### src/rtl/muldiv_pkg.sv
// Shared types for the multi-cycle multiply/divide sequencer: FSM states,
// operation codes and the control encodings for the shared adder/subtractor.
package muldiv_pkg;

  typedef enum logic [1:0] {
    ST_IDLE = 2'd0,
    ST_RUN  = 2'd1,
    ST_DONE = 2'd2
  } state_e;

  typedef enum logic {
    OP_MUL  = 1'b0,
    OP_DIVU = 1'b1
  } op_e;

  typedef struct packed {
    logic ctl1;
    logic ctl0;
  } addsub_ctl_t;

  localparam addsub_ctl_t ADDSUB_ADD = '{ctl1: 1'b0, ctl0: 1'b0};
  localparam addsub_ctl_t ADDSUB_SUB = '{ctl1: 1'b0, ctl0: 1'b1};

endpackage

### src/rtl/muldiv_sequencer_if.sv
// Request/response channels between the issue stage (master) and the
// multiply/divide sequencer (slave), plus the in-flight abort.
interface muldiv_sequencer_if #(
  parameter int WIDTH = 32
);
  logic             req_valid;
  logic             req_ready;
  logic             req_op;
  logic [WIDTH-1:0] req_a;
  logic [WIDTH-1:0] req_b;
  logic             kill;
  logic             resp_valid;
  logic             resp_ready;
  logic [WIDTH-1:0] resp_lo;
  logic [WIDTH-1:0] resp_hi;
  logic             resp_dbz;

  modport master (
    output req_valid, req_op, req_a, req_b, kill, resp_ready,
    input  req_ready, resp_valid, resp_lo, resp_hi, resp_dbz
  );

  modport slave (
    input  req_valid, req_op, req_a, req_b, kill, resp_ready,
    output req_ready, resp_valid, resp_lo, resp_hi, resp_dbz
  );
endinterface

### src/rtl/muldiv_iter_counter.sv
// Iteration counter for the sequencer: synchronous clear, count enable and a
// terminal-count flag raised during the last of ITERS iterations.
module muldiv_iter_counter #(
  parameter int ITERS = 32
) (
  input  logic clk,
  input  logic reset_n,
  input  logic clear_i,
  input  logic en_i,
  output logic tc_o
);
  localparam int CW = $clog2(ITERS) + 1;

  logic [CW-1:0] cnt_q, cnt_d;

  // NOTE: every signal written here gets a default first, so no path leaves
  // it unassigned and no latch is inferred.
  always_comb begin
    cnt_d = cnt_q;
    if (clear_i) begin
      cnt_d = '0;
    end else if (en_i) begin
      cnt_d = cnt_q + CW'(1);
    end
  end

  // NOTE: state registers use non-blocking assignment so every flop samples
  // pre-edge values regardless of process ordering.
  always_ff @(posedge clk or negedge reset_n) begin
    if (!reset_n) begin
      cnt_q <= '0;
    end else begin
      cnt_q <= cnt_d;
    end
  end

  assign tc_o = (cnt_q == CW'(ITERS - 1));

endmodule

### src/rtl/muldiv_sequencer.sv
// Multi-cycle unsigned multiply (shift-add) and restoring divide engine that
// borrows the shared 32-bit adder/subtractor one iteration per cycle.
module muldiv_sequencer
  import muldiv_pkg::*;
#(
  parameter int WIDTH = 32,
  parameter int ITERS = WIDTH
) (
  input  logic                clk,
  input  logic                reset_n,
  muldiv_sequencer_if.slave   bus,
  output logic [WIDTH-1:0]    adder_a,
  output logic [WIDTH-1:0]    adder_b,
  output logic                adder_ctl0,
  output logic                adder_ctl1,
  input  logic [WIDTH-1:0]    adder_out,
  input  logic                adder_cout
);

  state_e           state_q, state_d;
  op_e              op_q, op_d;
  logic [WIDTH-1:0] hi_q, hi_d;     // MUL: product high half; DIVU: remainder
  logic [WIDTH-1:0] lo_q, lo_d;     // MUL: multiplier/product low; DIVU: dividend/quotient
  logic [WIDTH-1:0] opnd_q, opnd_d; // MUL: multiplicand; DIVU: divisor
  logic             dbz_q, dbz_d;

  logic             cnt_clear, cnt_en, cnt_tc;
  addsub_ctl_t      adder_ctl;
  logic [WIDTH-1:0] div_shift;
  logic             quot_bit;

  muldiv_iter_counter #(.ITERS(ITERS)) u_iter_counter (
    .clk     (clk),
    .reset_n (reset_n),
    .clear_i (cnt_clear),
    .en_i    (cnt_en),
    .tc_o    (cnt_tc)
  );

  // The remainder's top bit is the 33rd bit of the shifted partial remainder:
  // when set, the subtraction always fits even though the adder reports a borrow.
  assign div_shift = {hi_q[WIDTH-2:0], lo_q[WIDTH-1]};
  assign quot_bit  = hi_q[WIDTH-1] | adder_cout;

  always_comb begin
    adder_a   = '0;
    adder_b   = '0;
    adder_ctl = ADDSUB_ADD;
    if (state_q == ST_RUN) begin
      if (op_q == OP_MUL) begin
        adder_a = hi_q;
        adder_b = lo_q[0] ? opnd_q : '0;
      end else begin
        adder_a   = div_shift;
        adder_b   = opnd_q;
        adder_ctl = ADDSUB_SUB;
      end
    end
  end

  assign adder_ctl0 = adder_ctl.ctl0;
  assign adder_ctl1 = adder_ctl.ctl1;

  always_comb begin
    state_d   = state_q;
    op_d      = op_q;
    hi_d      = hi_q;
    lo_d      = lo_q;
    opnd_d    = opnd_q;
    dbz_d     = dbz_q;
    cnt_clear = 1'b0;
    cnt_en    = 1'b0;
    unique case (state_q)
      ST_IDLE: begin
        // kill is ignored here: it only ever aborts an op already in flight
        if (bus.req_valid) begin
          op_d      = op_e'(bus.req_op);
          cnt_clear = 1'b1;
          dbz_d     = 1'b0;
          hi_d      = '0;
          state_d   = ST_RUN;
          if (op_e'(bus.req_op) == OP_MUL) begin
            opnd_d = bus.req_a;
            lo_d   = bus.req_b;
          end else begin
            opnd_d = bus.req_b;
            lo_d   = bus.req_a;
            if (bus.req_b == '0) begin
              lo_d    = '1;
              hi_d    = bus.req_a;
              dbz_d   = 1'b1;
              state_d = ST_DONE;
            end
          end
        end
      end
      ST_RUN: begin
        cnt_en = 1'b1;
        if (op_q == OP_MUL) begin
          {hi_d, lo_d} = {adder_cout, adder_out, lo_q[WIDTH-1:1]};
        end else begin
          hi_d = quot_bit ? adder_out : div_shift;
          lo_d = {lo_q[WIDTH-2:0], quot_bit};
        end
        if (cnt_tc) begin
          state_d = ST_DONE;
        end
        if (bus.kill) begin
          state_d = ST_IDLE;
        end
      end
      ST_DONE: begin
        if (bus.resp_ready || bus.kill) begin
          state_d = ST_IDLE;
        end
      end
      default: state_d = ST_IDLE;
    endcase
  end

  always_ff @(posedge clk or negedge reset_n) begin
    if (!reset_n) begin
      state_q <= ST_IDLE;
      op_q    <= OP_MUL;
      hi_q    <= '0;
      lo_q    <= '0;
      opnd_q  <= '0;
      dbz_q   <= 1'b0;
    end else begin
      state_q <= state_d;
      op_q    <= op_d;
      hi_q    <= hi_d;
      lo_q    <= lo_d;
      opnd_q  <= opnd_d;
      dbz_q   <= dbz_d;
    end
  end

  assign bus.req_ready  = (state_q == ST_IDLE);
  assign bus.resp_valid = (state_q == ST_DONE);
  assign bus.resp_lo    = lo_q;
  assign bus.resp_hi    = hi_q;
  assign bus.resp_dbz   = dbz_q;

endmodule

### src/flat_wrapper.sv
// flat-port wrapper written by rule: the top's interface ports become plain ports
module muldiv_sequencer_flat import muldiv_pkg::*;
#(
  parameter int WIDTH = 32,
  parameter int ITERS = WIDTH
)
  (clk, reset_n, adder_a, adder_b, adder_ctl0, adder_ctl1, adder_out, adder_cout, bus_req_valid, bus_req_op, bus_req_a, bus_req_b, bus_kill, bus_resp_ready, bus_req_ready, bus_resp_valid, bus_resp_lo, bus_resp_hi, bus_resp_dbz);
  muldiv_sequencer_if #(.WIDTH(WIDTH)) bus_i ();
  input  logic clk;
  input  logic reset_n;
  output logic [WIDTH-1:0] adder_a;
  output logic [WIDTH-1:0] adder_b;
  output logic adder_ctl0;
  output logic adder_ctl1;
  input  logic [WIDTH-1:0] adder_out;
  input  logic adder_cout;
  input wire logic [$bits(bus_i.req_valid)-1:0] bus_req_valid;
  input wire logic [$bits(bus_i.req_op)-1:0] bus_req_op;
  input wire logic [$bits(bus_i.req_a)-1:0] bus_req_a;
  input wire logic [$bits(bus_i.req_b)-1:0] bus_req_b;
  input wire logic [$bits(bus_i.kill)-1:0] bus_kill;
  input wire logic [$bits(bus_i.resp_ready)-1:0] bus_resp_ready;
  output wire logic [$bits(bus_i.req_ready)-1:0] bus_req_ready;
  output wire logic [$bits(bus_i.resp_valid)-1:0] bus_resp_valid;
  output wire logic [$bits(bus_i.resp_lo)-1:0] bus_resp_lo;
  output wire logic [$bits(bus_i.resp_hi)-1:0] bus_resp_hi;
  output wire logic [$bits(bus_i.resp_dbz)-1:0] bus_resp_dbz;
  assign bus_i.req_valid = bus_req_valid;
  assign bus_i.req_op = bus_req_op;
  assign bus_i.req_a = bus_req_a;
  assign bus_i.req_b = bus_req_b;
  assign bus_i.kill = bus_kill;
  assign bus_i.resp_ready = bus_resp_ready;
  assign bus_req_ready = bus_i.req_ready;
  assign bus_resp_valid = bus_i.resp_valid;
  assign bus_resp_lo = bus_i.resp_lo;
  assign bus_resp_hi = bus_i.resp_hi;
  assign bus_resp_dbz = bus_i.resp_dbz;
  muldiv_sequencer #(.WIDTH(WIDTH), .ITERS(ITERS)) u_core (.clk(clk), .reset_n(reset_n), .bus(bus_i), .adder_a(adder_a), .adder_b(adder_b), .adder_ctl0(adder_ctl0), .adder_ctl1(adder_ctl1), .adder_out(adder_out), .adder_cout(adder_cout));
endmodule
### config.mk
export PLATFORM = sky130hd
export DESIGN_NAME = muldiv_sequencer_flat
export DESIGN_NICKNAME = d
export VERILOG_FILES = /design/src/rtl/muldiv_pkg.sv /design/src/rtl/muldiv_sequencer_if.sv /design/src/rtl/muldiv_iter_counter.sv /design/src/rtl/muldiv_sequencer.sv /design/src/flat_wrapper.sv
export SDC_FILE = /design/constraint.sdc
export NUM_CORES = 1
export LEC_CHECK = 0
export CORE_MARGIN = 8
export CORE_UTILIZATION = 40
export DETAILED_ROUTE_END_ITERATION = 16
export PLACE_DENSITY = 0.74
export RECOVER_POWER = 50
export SLEW_MARGIN = 20
export SYNTH_ARGS = -nofsm -noshare
export SYNTH_HDL_FRONTEND = slang
export SYNTH_SLANG_ARGS = --single-unit
export TNS_END_PERCENT = 20
### constraint.sdc
create_clock -name clk -period 1.5 [get_ports clk]
set_input_delay 0.3 -clock clk [delete_from_list [all_inputs] [get_ports clk]]
set_output_delay 0.3 -clock clk [all_outputs]
set_load 0.05 [all_outputs]
==> impl_metrics.env <==
export IMPL_violations="negative setup slack"
export IMPL_syn_nets=890
export IMPL_drc=0
export IMPL_finalMaxSlewViolations=0
export IMPL_final_nets=1163
export IMPL_end_kind="output pin"
export IMPL_die_y_um=149
export IMPL_dp_cells=1261
export IMPL_clock_root_buffer="clkbuf_16"
export IMPL_cts_max_level=3
export IMPL_hold_violations=0
export IMPL_clkSinkCount=106
export IMPL_async_flop_share_pct=100
export IMPL_start_util_pct=40.9
export IMPL_syn_inst=786
export IMPL_netlist_area_leader_share_pct=37.5
export IMPL_synth_area_um2=7080
export IMPL_syn2layout_area_growth_pct=79.7
export IMPL_grt_use_total_pct=24.9
export IMPL_core_area_um2=17300
export IMPL_ir_drop_mv=1.86
export IMPL_critPathMaxFanout=15
export IMPL_std_cell_rows=48
export IMPL_grt_max_degree=69
export IMPL_antenna_found_initial=1
export IMPL_dieArea_um2=22200
export IMPL_setup_viol=127
export IMPL_yosysTopAreaCell="dfrtp_1"
export IMPL_status="finished, violations left"
export IMPL_num_vias=7562
export IMPL_fill_cells=1186
export IMPL_clock_skew_ns=0.00946
export IMPL_synth_common_cells="dfrtp_1 (106), mux2i_1 (100), nor2_1 (98), nand2_1 (78), o21ai_0 (67)"
export IMPL_fin_area_um2=12700
export IMPL_seq_area_frac_synth_pct=37.5
export IMPL_ys_types=40
export IMPL_wl_mm=29.2
export IMPL_crit_arrival_ns=1.65
export IMPL_drive_above_1_share_pct=45.8
export IMPL_dominantRegCellSynth="dfrtp_1"
export IMPL_die_w_um=149
export IMPL_insertion_delay_ns=0.36
export IMPL_instances_no_fill=1290
export IMPL_clock_path_buffers=2
export IMPL_avgSynthCellArea_um2=9.01
export IMPL_required_ns=1.20
export IMPL_ios=236
export IMPL_synth_edff_count=0
export IMPL_cts_inserted_buffers=9
export IMPL_ant_nets=0
export IMPL_cts_tree="done"
export IMPL_p_leak_nw=5.25
export IMPL_overflow=0
export IMPL_synth_most_common_cell="dfrtp_1"
export IMPL_start_kind="flip-flop"
export IMPL_io_buffers=234
export IMPL_synthTopCellsByArea="dfrtp_1 (37%), mux2i_1 (14%), a221oi_2 (5.7%), nor2_1 (5.2%), mux2_2 (4.9%)"
export IMPL_fmax_ghz=0.512
export IMPL_avgViaCountPerCell=5.86
export IMPL_tightest_slew_ns=0.799
export IMPL_period_share_pct=130
export IMPL_dpl_instance_area_um2=12000
export IMPL_drt_iter0_drc=804
export IMPL_gp_congestion=0.877
export IMPL_grt_pass1_vias=7561
export IMPL_period_minus_slack_ns=1.95
export IMPL_yosys_warnings=0
export IMPL_finalPower_mw=31.7
export IMPL_wire_per_inst_um=22.6
export IMPL_crit_type="flip-flop to output pin"
export IMPL_cap_violations=0
export IMPL_dr_pass1_iters=5
export IMPL_p_per_area_nw_per_um2=2490
export IMPL_grt_setup_unrepaired="true"
export IMPL_layout_setup_ws_ns=-0.454
export IMPL_hpwl_mm=20.9
export IMPL_clk_pin_slew_ns=0.07
export IMPL_maxSlewHeadroom_pct=46.8
export IMPL_grt_pass1_wl_mm=43.4
export IMPL_synth_seq_cells=106
export IMPL_hold_class="input pin to flip-flop"
[layout make-up]
class	count	area [um^2]	share of cell area, %
antenna	1	2.50	0.0197
clock buffer	10	239	1.88
clock inverter	6	51.3	0.403
multi-input combinational	601	4690	36.8
sequential	106	2660	20.9
tap	225	282	2.21
timing repair buffer	341	4800	37.7
[placed cells by master (no fill, tap or decap), drive strengths merged, types with 32 or more instances in the layout]
| cell type | n |
|---|---|
| buf | 245 |
| dfrtp | 106 |
| mux2i | 100 |
| nor2 | 99 |
| nand2 | 78 |
| clkdlybuf4s50 | 70 |
| o21ai | 67 |
| and2 | 34 |
| a21oi | 33 |
| o22ai | 32 |
[power by group]
group          switching [mW]  leakage, nW  internal (mW)
Combinational            12.1         3.86           11.1
Clock                    1.16        0.139           1.19
Sequential               2.01         1.25           4.21
[final timing paths]
check                                   from                endpoint  slack [ns]  depth (start not counted)
max in group asynchronous            reset_n       u_core.opnd_q[31]        0.15                          3
setup reg to reg                 u_core.op_q   u_core.bus.resp_lo[5]       -0.23                          5
hold reg to reg            u_core.opnd_q[21]       u_core.opnd_q[21]        0.48                          2
setup / recovery                 u_core.op_q              adder_a[2]       -0.45                          4
min in group asynchronous            reset_n  u_core.bus.resp_hi[23]        0.58                          2
hold / removal                 bus_req_b[15]  u_core.bus.resp_lo[15]        0.31                          3
[kinds of logic after synthesis]
| group | Yosys count | synth area share [%] |
|---|---|---|
| AND/OR/NAND/NOR | 262 | 17.0 |
| AO/OA/AOI/OAI | 205 | 21.1 |
| multiplexers | 131 | 19.1 |
| flip-flops | 106 | 37.5 |
| buffers and inverters | 79 | 5.05 |
| adder cells (fa/ha/maj) | 1 | 0.177 |
| other | 1 | 0.0530 |
| XOR/XNOR | 1 | 0.124 |
[stage by stage]
step / utilization (%) / hold slack [ns] / setup slack (ns) / TNS, ns
after floorplan: - / 0.00441 / -0.212 / -16.26
after global placement: 69.1 / 0.268 / -0.733 / -59.54
after detailed placement: 69.1 / 0.272 / -0.841 / -63.99
after CTS: 72.6 / 0.359 / -0.460 / -32.93
after global routing: 73.5 / 0.326 / -0.498 / -40.52
final: 73.5 / 0.312 / -0.454 / -35.45
[layer usage]
layer	part of all wire, %	vias to the layer above	GRT usage [%]
met4	3.4	0	9.39
met1	40	3654	31.5
met2	46	425	39.9
met5	0	-	0
met3	9.9	63	6.86
li1	-	3420	-
[registers in the layout, indices dropped and copies added, names as in the netlist]
name	count
u_core.bus.resp_dbz	1
u_core.bus.resp_hi	32
u_core.bus.resp_lo	32
u_core.op_q	1
u_core.opnd_q	32
u_core.state_q	2
u_core.u_iter_counter.cnt_q	6
[worst max-delay path, cell delays in order, from the launching register on]
cell,delay [ns]
dfrtp_4,0.55
buf_12,0.22
mux2i_2,0.30
nor2_4,0.07
buf_12,0.15
[what timing repair did]
action / 4_1_cts / 5_1_grt
resized for setup: 115 / 51
hold endpoints to repair: 25 / 0
pin swaps: 19 / 11
gates cloned: 4 / 3
setup buffers: 2 / 2
hold buffers: 1 / 0
setup endpoints to repair: 168 / 152
Power figures use the tool's default switching activity.
